===== config.mk =====
export PLATFORM = sky130hd
export DESIGN_NAME = blocking_assignment
export DESIGN_NICKNAME = d
export VERILOG_FILES = /design/src/rtl/blocking_assignment_pkg.sv /design/src/rtl/swap_skid_buffer.sv /design/src/rtl/blocking_assignment.sv
export SDC_FILE = /design/constraint.sdc
export NUM_CORES = 1
export LEC_CHECK = 0
export ABC_CLOCK_PERIOD_IN_PS = 2120
export BUFFER_PORTS_ARGS = -buffer_cell sky130_fd_sc_hd__buf_2
export CAP_MARGIN = 5
export CORE_MARGIN = 5
export CORE_UTILIZATION = 52
export DETAILED_ROUTE_END_ITERATION = 16
export PLACE_DENSITY = 0.78
export SYNTH_ARGS = -nofsm -noshare
export SYNTH_HDL_FRONTEND = slang
export SYNTH_SLANG_ARGS = --single-unit

===== constraint.sdc =====
create_clock -name clk -period 2.12 [get_ports clk]
set_clock_uncertainty 0.15 [all_clocks]
set_input_delay 0.318 -clock clk [delete_from_list [all_inputs] [get_ports clk]]
set_output_delay 0.318 -clock clk [all_outputs]
set_load 0.01 [all_outputs]

===== src/rtl/blocking_assignment_pkg.sv =====
// Shared defaults and the operand-pair type for the swap block.
package blocking_assignment_pkg;

  localparam int DEF_WIDTH = 8;
  localparam int DEF_CNT_W = 16;

  typedef struct packed {
    logic [DEF_WIDTH-1:0] a;
    logic [DEF_WIDTH-1:0] b;
  } pair_t;

endpackage


===== src/rtl/swap_skid_buffer.sv =====
// Two-entry valid/ready stage: a registered output slot backed by one skid slot.
module swap_skid_buffer
  import blocking_assignment_pkg::*;
#(
  parameter int DATA_W = 2 * DEF_WIDTH
) (
  input  logic              i_clk,
  input  logic              i_rst,
  input  logic              i_in_valid,
  output logic              o_in_ready,
  input  logic [DATA_W-1:0] i_in_data,
  output logic              o_out_valid,
  input  logic              i_out_ready,
  output logic [DATA_W-1:0] o_out_data
);

  logic              r_outValid;
  logic [DATA_W-1:0] r_outData;
  logic              r_skidValid;
  logic [DATA_W-1:0] r_skidData;
  logic              w_accept;

  // in_ready depends only on skid occupancy, so there is no combinational path from either valid/ready input
  assign o_in_ready  = ~r_skidValid;
  assign w_accept    = i_in_valid & ~r_skidValid;
  assign o_out_valid = r_outValid;
  assign o_out_data  = r_outData;

  always_ff @(posedge i_clk) begin
    if (i_rst) begin
      r_outValid  <= 1'b0;
      r_outData   <= '0;
      r_skidValid <= 1'b0;
      r_skidData  <= '0;
    end else if (!r_outValid || i_out_ready) begin
      // Output slot frees up this edge; an occupied skid blocks new input, so it refills first
      if (r_skidValid) begin
        r_outData   <= r_skidData;
        r_outValid  <= 1'b1;
        r_skidValid <= 1'b0;
      end else if (w_accept) begin
        r_outData  <= i_in_data;
        r_outValid <= 1'b1;
      end else begin
        r_outValid <= 1'b0;
      end
    end else if (w_accept) begin
      r_skidData  <= i_in_data;
      r_skidValid <= 1'b1;
    end
  end

endmodule


===== src/rtl/blocking_assignment.sv =====
// Operand-pair swapper: optional lane exchange, skid-buffered output and swap counter.
module blocking_assignment
  import blocking_assignment_pkg::*;
#(
  parameter int WIDTH = DEF_WIDTH,
  parameter int CNT_W = DEF_CNT_W
) (
  input  logic             clk,
  input  logic             rst,
  input  logic             in_valid,
  output logic             in_ready,
  input  logic [WIDTH-1:0] a,
  input  logic [WIDTH-1:0] b,
  input  logic             swap_en,
  output logic             out_valid,
  input  logic             out_ready,
  output logic [WIDTH-1:0] a_swapped,
  output logic [WIDTH-1:0] b_swapped,
  output logic [CNT_W-1:0] swap_count
);

  logic [2*WIDTH-1:0] w_inPair;
  logic [2*WIDTH-1:0] w_outPair;
  logic               w_inReady;
  logic               w_accept;
  logic [CNT_W-1:0]   r_swapCount;

  // Both lanes are built from the same pre-edge operands, so a swap can never see a half-updated value
  assign w_inPair  = swap_en ? {b, a} : {a, b};
  assign w_accept  = in_valid & w_inReady;
  assign in_ready  = w_inReady;
  assign a_swapped = w_outPair[2*WIDTH-1:WIDTH];
  assign b_swapped = w_outPair[WIDTH-1:0];
  assign swap_count = r_swapCount;

  swap_skid_buffer #(
    .DATA_W (2 * WIDTH)
  ) u_skid (
    .i_clk       (clk),
    .i_rst       (rst),
    .i_in_valid  (in_valid),
    .o_in_ready  (w_inReady),
    .i_in_data   (w_inPair),
    .o_out_valid (out_valid),
    .i_out_ready (out_ready),
    .o_out_data  (w_outPair)
  );

  always_ff @(posedge clk) begin
    if (rst) begin
      r_swapCount <= '0;
    end else if (w_accept && swap_en) begin
      r_swapCount <= r_swapCount + CNT_W'(1);
    end
  end

endmodule


==> Word level (Yosys, flattened, before mapping) <==
Index checks and enable logic that the tools add are counted.
{ "word_totals": {"regBits": 50, "latch_bits": 0, "ram_bits": 0, "romBits": 0, "input_bits": 21, "out_inout_bits": 34, "mem_count": 0} }
{ "classes": {"add_sub_neg": 1, "n_mul": 0, "n_div": 0, "magnitude_cmp": 0, "n_eq_ne": 0, "shift": 0, "muxes": 5, "bitwise": 3, "n_reduce_logical": 7} }
{ "ops": {"columns": ["cell", "n"], "rows": [
  ["$mux 16", 3],
  ["$add 16x1->16 const B", 1],
  ["$reduce_and 2->1", 2],
  ["$mux 1", 2],
  ["$not 1->1", 2],
  ["$reduce_bool 2->1", 1],
  ["$reduce_or 2->1", 1],
  ["$and 1x1->1", 1],
  ["$logic_and 1x1->1", 1],
  ["$logic_not 1->1", 1],
  ["$logic_or 1x1->1", 1]
]} }

==> Depth between registers and ports, before layout <==
Gate-level depths: netlist of the first run.
{ "logic_depth": {"word_depth": 4, "depth_mapped": 6} }

==> Cells and area by module <==
Synthesis of the first run repeated with hierarchy kept, for this count alone.
{ "hier_totals": {"hier_cells": 258, "hier_area_um2": 2387.3} }
{ "modules_own_cells": {"columns": ["mod", "n_inst", "cells_each", "area_each_um2", "seq_area_each_um2"], "rows": [
  ["swap_skid_buffer", 1, 155, 1450.1, 680.7],
  ["blocking_assignment", 1, 103, 937.1, 320.3]
]} }

==> Worst setup path before layout of the first run <==
OpenSTA, ideal clock, no wires.
{ "synth_path": {"path_kind": "reg2reg", "start": "register r_swapCount[2] (netlist: swap_count[2])", "end": "register r_swapCount[11] (netlist: swap_count[11])", "arrival_time_ps": 1618, "path_slack_ps": 231, "path_stages_with_launch": 5, "n_path_buf": 0, "synth_period_minus_slack_ps": 1889, "path_cell_list": "dfxtp_1 nand4_2 nor4_1 and3_2 mux2_2"} }
{ "synth_between": {"elab_chain_len": 1} }
{ "synth_lines": {"columns": ["item", "line_no", "source"], "rows": [
  ["start, declared", "blocking_assignment.sv:26", "logic [CNT_W-1:0] r_swapCount;"],
  ["start signal, assigned", "blocking_assignment.sv:53", "r_swapCount <= r_swapCount + CNT_W'(1);"],
  ["$add 16x1->16", "blocking_assignment.sv:53", null]
]} }
Every way passes these cells.
A chain may end at the register's enable or synchronous reset.

==> Worst setup path after layout of the first run <==
{ "layout_path": {"start": "register u_skid.r_skidValid", "end": "output port in_ready"} }
{ "layout_between": {"elab_chain_len": 1} }
{ "layout_lines": {"columns": ["item", "line_no", "source"], "rows": [
  ["start, declared", "swap_skid_buffer.sv:19", "logic r_skidValid;"],
  ["start signal, assigned", "swap_skid_buffer.sv:33", "r_skidValid <= 1'b0;"],
  ["start signal, assigned", "swap_skid_buffer.sv:40", "r_skidValid <= 1'b0;"],
  ["start signal, assigned", "swap_skid_buffer.sv:49", "r_skidValid <= 1'b1;"],
  ["$not 1->1", "swap_skid_buffer.sv:24", "assign o_in_ready = ~r_skidValid;"],
  ["end, declared", "blocking_assignment.sv:11", "output logic in_ready,"]
]} }
Every way passes these cells.

==> results of run 1 <==
[through the flow]
| step | instance area (µm²) | std cells |
|---|---|---|
| after CTS | 2610 | 353 |
| after global placement | 2530 | 346 |
| after global routing | 2620 | 354 |
| after floorplan | 2210 | 252 |
| final | 2620 | 354 |
| after detailed placement | 2530 | 346 |
[synth_stat cells]
cell | count | share of area (%)
and3_2 | 1 | 0.34
nor4_1 | 4 | 1.1
a21oi_1 | 21 | 4.8
or2_1 | 1 | 0.28
nand4_2 | 1 | 0.57
nand4_1 | 3 | 0.85
a211oi_1 | 16 | 5.4
o21a_1 | 1 | 0.34
and3b_1 | 1 | 0.40
mux2_2 | 2 | 1.0
buf_4 | 1 | 0.34
mux2i_1 | 16 | 7.2
clkbuf_1 | 10 | 1.7
o21ai_0 | 1 | 0.23
and4_2 | 1 | 0.45
or4_1 | 2 | 0.68
xnor2_1 | 7 | 2.8
inv_1 | 3 | 0.51
nor3_1 | 2 | 0.45
o21ai_1 | 1 | 0.23
o211ai_1 | 16 | 5.4
nor3b_2 | 1 | 0.57
nand3b_4 | 1 | 0.91
nand4b_1 | 1 | 0.40
and3_1 | 1 | 0.28
and4b_1 | 1 | 0.45
dfxtp_1 | 50 | 45
buf_2 | 4 | 0.91
ha_1 | 1 | 0.57
nand3_1 | 7 | 1.6
xor2_1 | 3 | 1.2
buf_1 | 2 | 0.34
nand2b_1 | 1 | 0.28
nor2_1 | 29 | 4.9
nand2_1 | 35 | 5.9
nor2b_1 | 2 | 0.57
o31ai_1 | 2 | 0.68
[flip-flops by register name, summed over array words and instances, names as in the netlist]
| register | count |
|---|---|
| u_skid.o_out_data | 16 |
| u_skid.o_out_valid | 1 |
| u_skid.r_skidData | 16 |
| swap_count | 16 |
| u_skid.r_skidValid | 1 |
[metal layers]
layer  share of wire [%]  vias to the layer above  GRT usage, %
li1                    -                      997             -
met1                  45                      884          23.0
met2                  48                       53          30.1
met3                 6.2                        2          4.01
met4                0.48                        0          4.47
met5                   0                        -             0
[power by group through the flow]
stage               Clock, W  Combinational (W)  Sequential, W
detailed placement         0           0.000228        0.00102
finish              0.000503           0.000227        0.00100
global route        0.000559           0.000256        0.00101
CTS                 0.000522           0.000229        0.00100
global placement           0           0.000225        0.00102
floorplan                  0           0.000134        0.00103
[cells by family after synthesis]
| logic type | Yosys count | share of synthesized area (%) |
|---|---|---|
| and+or+nand+nor | 95 | 21.1 |
| xor gates and xnor gates | 10 | 3.96 |
| AOI/OAI and AO/OA | 58 | 17.1 |
| DFF | 50 | 45.3 |
| buffers and inverters | 20 | 3.79 |
| adders and majority gates | 1 | 0.566 |
| muxes | 18 | 8.26 |
[worst paths after layout]
path | endpoint | slack (ns)
worst min register to register | u_skid.o_out_data[10] | 0.30
worst min-delay path | swap_count[10] | 0.23
worst max register to register | u_skid.o_out_data[15] | 0.23
worst max-delay path | in_ready | 0.14
[layout make-up]
cell class,count,area (µm²)
Sequential cell,50,1000
Tap cell,50,62.6
Inverter,3,15.0
Timing Repair Buffer,61,323
Multi-Input combinational cell,182,1130
Fill cell,354,1440
Timing Repair inverter,1,5.00
Clock buffer,7,76.3
[worst max-delay path: stages, from the launching register on]
cell	delay [ns]
dfxtp_1	0.59
clkinvlp_4	0.39
buf_2	0.24
[timing repair]
action | 4_1_cts | 5_1_grt
endpoints found under the setup margin | 0 | 1
hold buffers | 0 | 0
gates resized for setup | 0 | 1
==> out/qor.yml, run 1 <==
run_status:
  status: "completed"
place:
  place_ws_ns: 0.291
  gp_congestion: 0.817
  hpwl_um: 3370
  io_buffer_count: 54
setup_path:
  cp.required_ns: 1.65
  cp-end-kind: "output port"
  cp-startpoint: "u_skid.r_skidValid"
  cp_max_fo: 14
  r2r_cells: 3
  r2r-start: "u_skid.r_skidValid"
  crit_path_start_kind: "flop"
  cp.arrival_ns: 1.51
  path_class: "reg2out"
global_route:
  track_usage_pct: 17.7
  grt_pass1_wl_um: 7850
  first_global_vias: 1774
  globalRouteOverflowTotal: 0
  antenna_found_initial: 0
  grt_max_degree: 38
final_layout:
  final_util_pct: 64.4
  final_nets: 326
  drive_gt1_share_pct: 24.7
  final_cell_mix: "54 x buf_2, 50 x dfxtp_1, 35 x nand2_1"
  final_common_cell: "buf_2"
  area_growth_pct: 18.3
  num_antenna_cells: 0
synth:
  synth_area_um2: 2210
  synth_cells: 252
  syn_avg_cell_area_um2: 8.77
  ys_types: 37
  ys_ff_latch: 50
  synth_nets: 274
  ys_seq_area_share_pct: 45.3
  ys_warn_count: 0
sta:
  hold_viol_final: 0
  fin_ws_ns: 0.139
  fmax_ghz: 0.505
  fin_crit_ns: 1.98
  rsz0062_at_grt: "false"
  fin_tns_setup_ns: 0
  fin_hold_ws_ns: 0.234
  setup_viol: 0
  final_min_period_over_clock_period_pct: 93.4
  maxSlewHeadroom_pct: 66.1
  slew_viol_final: 0
  tightest_slew_ns: 0.506
cts:
  clk_pin_slew_ns: 0.08
  htreeDepth: 2
  numClockSinks: 50
  cts_buffer_depth: 2
  cts_setup_buffers: 0
  cts_root_buf: "clkbuf_8"
  cts_buffers: 5
  clk_latency_ns: 0.28
  cts_tree: "done"
detailed_routing:
  drt_wl_total_um: 4790
  vias: 1936
  firstDrtPassIters: 4
  vias_per_cell: 5.47
  ant_nets: 0
  wl_per_cell_um: 13.5
  remaining_drc_errors: 0
  drtIter0Drc: 114
pwr:
  switchingPower_w: 0.000429
  finalPower_w: 0.00173
  cellLeakagePower_nw: 1.11
  powerDensity_nw_per_um2: 661
  seqPwrFrac_pct: 57.8
  intPower_w: 0.00130
  swShare_pct: 24.8
  ir_drop_mv: 0.530
  power_frac_clock_pct: 29.1
  pwr-share-comb_pct: 13.1
run:
  cap_violations: 0
die:
  dieWidth_um: 75.2
  die_y_um: 75.2
  fp.coreArea_um2: 4060
  start_util_pct: 54.5
  die-area_um2: 5660
  num_rows: 23
  ios: 55
hold_path:
  hold_start: "rst"
  hold_depth: 2
  hp-class: "in2reg"
(Power assumes the default switching activity.)
==> run 2: changes to the inputs <==
- ABC_AREA: default -> 1
- CORE_UTILIZATION: 52 -> 53
- PLACE_DENSITY: 0.78 -> 0.79
==> out/qor.yml, run 2 <==
run_status:
  status: "completed"
hold_path:
  hp-class: "in2reg"
  hold_start: "rst"
synth:
  synth_area_um2: 2380
  ys_types: 26
  synth_edf_count: 0
  yosysTopAreaCell: "dfxtp_1"
  ys_warn_count: 0
  synth_common_cells: "63 x nand2_1, 56 x a21oi_1, 50 x dfxtp_1, 43 x nor2_1, 40 x o21ai_0"
  ys_ff_latch: 50
  synth_nets: 365
  synth_cells: 343
  ys.flop_type: "dfxtp_1"
  ys_top_cells_by_area: "dfxtp_1 42%, a21oi_1 12%, nand2_1 9.9%, o21ai_0 8.4%, nor2_1 6.8%"
  syn_avg_cell_area_um2: 6.93
  ys_seq_area_share_pct: 42.1
  async_flop_share_pct: 0
  yosysMostFrequentCell: "nand2_1"
  netlist.area_leader.share_pct: 42.1
cts:
  cts_buffers: 5
  cts_resized: 0
  clk_pin_slew_ns: 0.09
  cts_root_buf: "clkbuf_8"
  cts_setup_buffers: 0
  holdBufCountCts: 0
  cts_tree: "done"
  htreeDepth: 2
  cts_buffer_depth: 2
  numClockSinks: 50
  clk_latency_ns: 0.30
detailed_routing:
  drt_wl_total_um: 5610
  vias_per_cell: 5.28
  ant_nets: 0
  drtIter0Drc: 105
  vias: 2356
  firstDrtPassIters: 4
  wl_per_cell_um: 12.6
  remaining_drc_errors: 0
sta:
  maxSlewHeadroom_pct: 73.7
  fin_crit_ns: 1.67
  fin_hold_ws_ns: 0.115
  final_min_period_over_clock_period_pct: 78.9
  rsz0062_at_grt: "false"
  fmax_ghz: 0.598
  fin_tns_setup_ns: 0
  hold_viol_final: 0
  slew_viol_final: 0
  tightest_slew_ns: 0.394
  setup_viol: 0
setup_path:
  rrSetupSlack_ns: 0.48
  cp-startpoint: "u_skid.r_skidValid"
  r2r-end: "swap_count[14]"
  r2r-start: "u_skid.r_skidValid"
  crit_path_max_incr_delay_ns: 0.56
  cp_max_fo: 19
  cp.required_ns: 1.65
  path_delay_family: "flip-flops"
  crit_path_start_kind: "flop"
  cp_slowest_cell: "dfxtp_1"
  cp-endpoint: "in_ready"
  cp.arrival_ns: 1.20
  path_buf_inv: 2
  crit_chain: "inv_4 -> buf_2"
  worst-path-stages: 2
  path_class: "reg2out"
  cp-end-kind: "output port"
  r2r_cells: 6
die:
  die_y_um: 77.0
  ios: 55
  fp.coreArea_um2: 4350
  start_util_pct: 54.6
  die-area_um2: 5930
  num_rows: 24
  dieWidth_um: 77.0
place:
  hpwl_um: 4070
  gp_congestion: 0.920
  io_buffer_count: 54
  placed_cells: 438
final_layout:
  multi_input_area_um2: 1180
  final_nets: 415
  final_util_pct: 64.1
  final_cells: 446
  final_common_cell: "nand2_1"
  seq_area_um2: 1000
  area_growth_pct: 17.3
  num_antenna_cells: 0
  drive_gt1_share_pct: 20.3
  fill_cells: 411
  final_cell_mix: "63 x nand2_1, 56 x a21oi_1, 54 x buf_2"
global_route:
  first_global_vias: 2261
  antenna_found_initial: 0
  grt_pass1_wl_um: 9670
  grt_max_degree: 35
  track_usage_pct: 19.5
  globalRouteOverflowTotal: 0
pwr:
  power_frac_clock_pct: 34.2
  cellLeakagePower_nw: 1.27
  intPower_w: 0.00143
  ir_drop_mv: 0.326
  powerDensity_nw_per_um2: 691
  pwr-share-comb_pct: 13.6
  finalPower_w: 0.00193
  swShare_pct: 25.9
  switchingPower_w: 0.000498
  seqPwrFrac_pct: 52.2
run:
  cap_violations: 0
run 2: cell count changes after synthesis, moves of 5 or more:
cell | previous run | this run
a211oi_1 | 16 | 0
a21oi_1 | 21 | 56
inv_1 | 3 | 26
mux2i_1 | 16 | 0
nand2_1 | 35 | 63
nor2_1 | 29 | 43
nor2_4 | 0 | 5
o211ai_1 | 16 | 0
o21ai_0 | 1 | 40
o21ai_1 | 1 | 13
xnor2_1 | 7 | 0
run 2: cell families after synthesis:
group	synth area share, %
compound gates	23.6
buf+inv	8.21
fa+ha+maj	0.526
simple gates	25.2
xor+xnor	0.368
flops	42.1
run 2: area by class of cell:
class / count / area share [%]
inverter: 31 / 4.26
clock inverter: 3 / 1.44
clock buffer: 5 / 2.47
multi-input combinational: 247 / 42.4
timing repair buffer: 58 / 11.2
sequential: 50 / 35.9
tap: 52 / 2.33
run 2: power groups by stage:
stage          Clock (W)  Sequential [W]  Combinational [W]
2_1_floorplan          0         0.00104           0.000156
3_3_place_gp           0         0.00103           0.000259
3_5_place_dp           0         0.00103           0.000262
4_1_cts         0.000678         0.00101           0.000264
5_1_grt         0.000721         0.00101           0.000294
6_report        0.000659         0.00101           0.000261
run 2: worst min path at each step:
stage	cells past startpoint	end	slack, ns
after global placement	2	u_skid.r_skidData[7]	0.31
after CTS	2	swap_count[10]	0.1
after global routing	2	swap_count[1]	0.13
after detailed placement	2	u_skid.r_skidData[15]	0.32
after floorplan	1	swap_count[1]	0.24
final	2	swap_count[10]	0.12
run 2: routing by layer:
metal	track usage, %	vias to the layer above	share of wire, %
met1	23.9	1040	46
met3	5.04	8	7.7
li1	-	1225	-
met2	33.5	83	45
met4	5.50	0	1.0
met5	0	-	0
run 2: stage by stage:
step | instance area, µm² | setup slack, ns
final | 2790 | 0.447
after CTS | 2790 | 0.431
after floorplan | 2380 | 0.664
after global placement | 2680 | 0.488
after detailed placement | 2680 | 0.448
after global routing | 2790 | 0.297
==> run 3: changes to the inputs <==
- ABC_CLOCK_PERIOD_IN_PS: 2120 -> 1600
- clock period: 2.12 -> 1.6 ns (I/O delays scaled with it)
==> out/qor.yml, run 3 (synthesized netlist as in run 2, its figures left out) <==
run_status:
  status: "completed"
setup_path:
  cp-startpoint: "u_skid.r_skidValid"
  cp_max_fo: 17
  path_class: "reg2out"
  cp.required_ns: 1.21
  cp-end-kind: "output port"
  r2r-start: "swap_count[3]"
  cp.arrival_ns: 1.10
  crit_path_start_kind: "flop"
pwr:
  seqPwrFrac_pct: 54.4
  intPower_w: 0.00179
  pwr-share-comb_pct: 14.8
  swShare_pct: 26.8
  cellLeakagePower_nw: 1.30
  switchingPower_w: 0.000655
  powerDensity_nw_per_um2: 866
  finalPower_w: 0.00244
  ir_drop_mv: 0.568
  power_frac_clock_pct: 30.8
place:
  placed_cells: 446
  gp_congestion: 0.896
  place_ws_ns: 0.132
  dpl-instance-area_um2: 2730
  io_buffer_count: 54
  hpwl_um: 4160
sta:
  hold_viol_final: 0
  fin_crit_ns: 1.49
  tightest_slew_ns: 0.358
  setup_viol: 0
  rsz0062_at_grt: "false"
  fmax_ghz: 0.670
  final_min_period_over_clock_period_pct: 93.2
  fin_ws_ns: 0.108
  slew_viol_final: 0
  maxSlewHeadroom_pct: 75.9
  fin_tns_setup_ns: 0
global_route:
  track_usage_pct: 19.8
  globalRouteOverflowTotal: 0
  first_global_vias: 2285
  grt_max_degree: 34
  grt_pass1_wl_um: 9860
  antenna_found_initial: 0
final_layout:
  drive_gt1_share_pct: 22.4
  num_antenna_cells: 0
  area_growth_pct: 18.7
  final_cells: 454
  final_cell_mix: "63 x nand2_1, 56 x a21oi_1, 54 x buf_2"
  final_nets: 423
  multi_input_area_um2: 1180
  final_area_um2: 2820
  fill_cells: 405
  final_common_cell: "nand2_1"
  seq_area_um2: 1000
cts:
  cts_root_buf: "clkbuf_8"
  clk_pin_slew_ns: 0.09
  cts_tree: "done"
  cts_buffers: 5
  cts_buffer_depth: 2
  clk_latency_ns: 0.30
  htreeDepth: 2
  numClockSinks: 50
die:
  die_y_um: 77.0
  num_rows: 24
  fp.coreArea_um2: 4350
  dieWidth_um: 77.0
  ios: 55
  die-area_um2: 5930
  start_util_pct: 54.6
detailed_routing:
  drt_wl_total_um: 5770
  vias: 2397
  ant_nets: 0
  remaining_drc_errors: 0
  wl_per_cell_um: 12.7
  drtIter0Drc: 137
  vias_per_cell: 5.28
  firstDrtPassIters: 4
run:
  cap_violations: 0
hold_path:
  hp-class: "in2reg"
  hold_start: "rst"
==> run 3: area by class of cell <==
type                            instances  share of cell area (%)
Clock inverter                          1                   0.177
Multi-Input combinational cell        247                    42.0
Sequential cell                        50                    35.5
Timing Repair Buffer                   66                    12.8
Tap cell                               52                    2.30
Inverter                               31                    4.21
Clock buffer                            7                    3.06
==> run 3: power by group through the flow <==
stage	combinational (W)	clock (W)	sequential [W]
final	0.000361	0.000754	0.00133
after global routing	0.000408	0.000847	0.00134
after CTS	0.000365	0.000774	0.00133
after detailed placement	0.000362	0	0.00136
after global placement	0.000358	0	0.00136
after floorplan	0.000206	0	0.00138
==> run 3: timing repair <==
item                       CTS  global route
setup buffers                0             0
hold buffers                 0             0
setup endpoints to repair    0             4
gates resized for setup      0             3
==> run 3: final timing paths <==
check | to | slack [ns] | cells past startpoint
min | u_skid.r_skidValid | 0.04 | 2
min reg2reg | u_skid.r_skidData[1] | 0.34 | 2
max | in_ready | 0.11 | 3
max reg2reg | swap_count[9] | 0.17 | 6
==> run 3: metal layers <==
layer	track usage (%)	part of all wire, %	vias to the layer above
met1	23.9	44	1069
met2	33.8	47	83
met4	6.19	0.87	0
met3	5.85	7.7	5
met5	0	0	-
li1	-	-	1240
==> run 3: worst max-delay path: stages, from the launching register on <==
cell	delay [ns]
dfxtp_2	0.36
inv_4	0.06
buf_4	0.21
buf_2	0.17
==> run 3: stage by stage <==
| step | hold WS, ns | util (%) |
|---|---|---|
| final | 0.0386 | 64.9 |
| after global routing | 0.0438 | 64.9 |
| after CTS | 0.0294 | 64.7 |
| after detailed placement | 0.320 | 62.6 |
| after global placement | 0.309 | 62.6 |
| after floorplan | 0.159 | - |
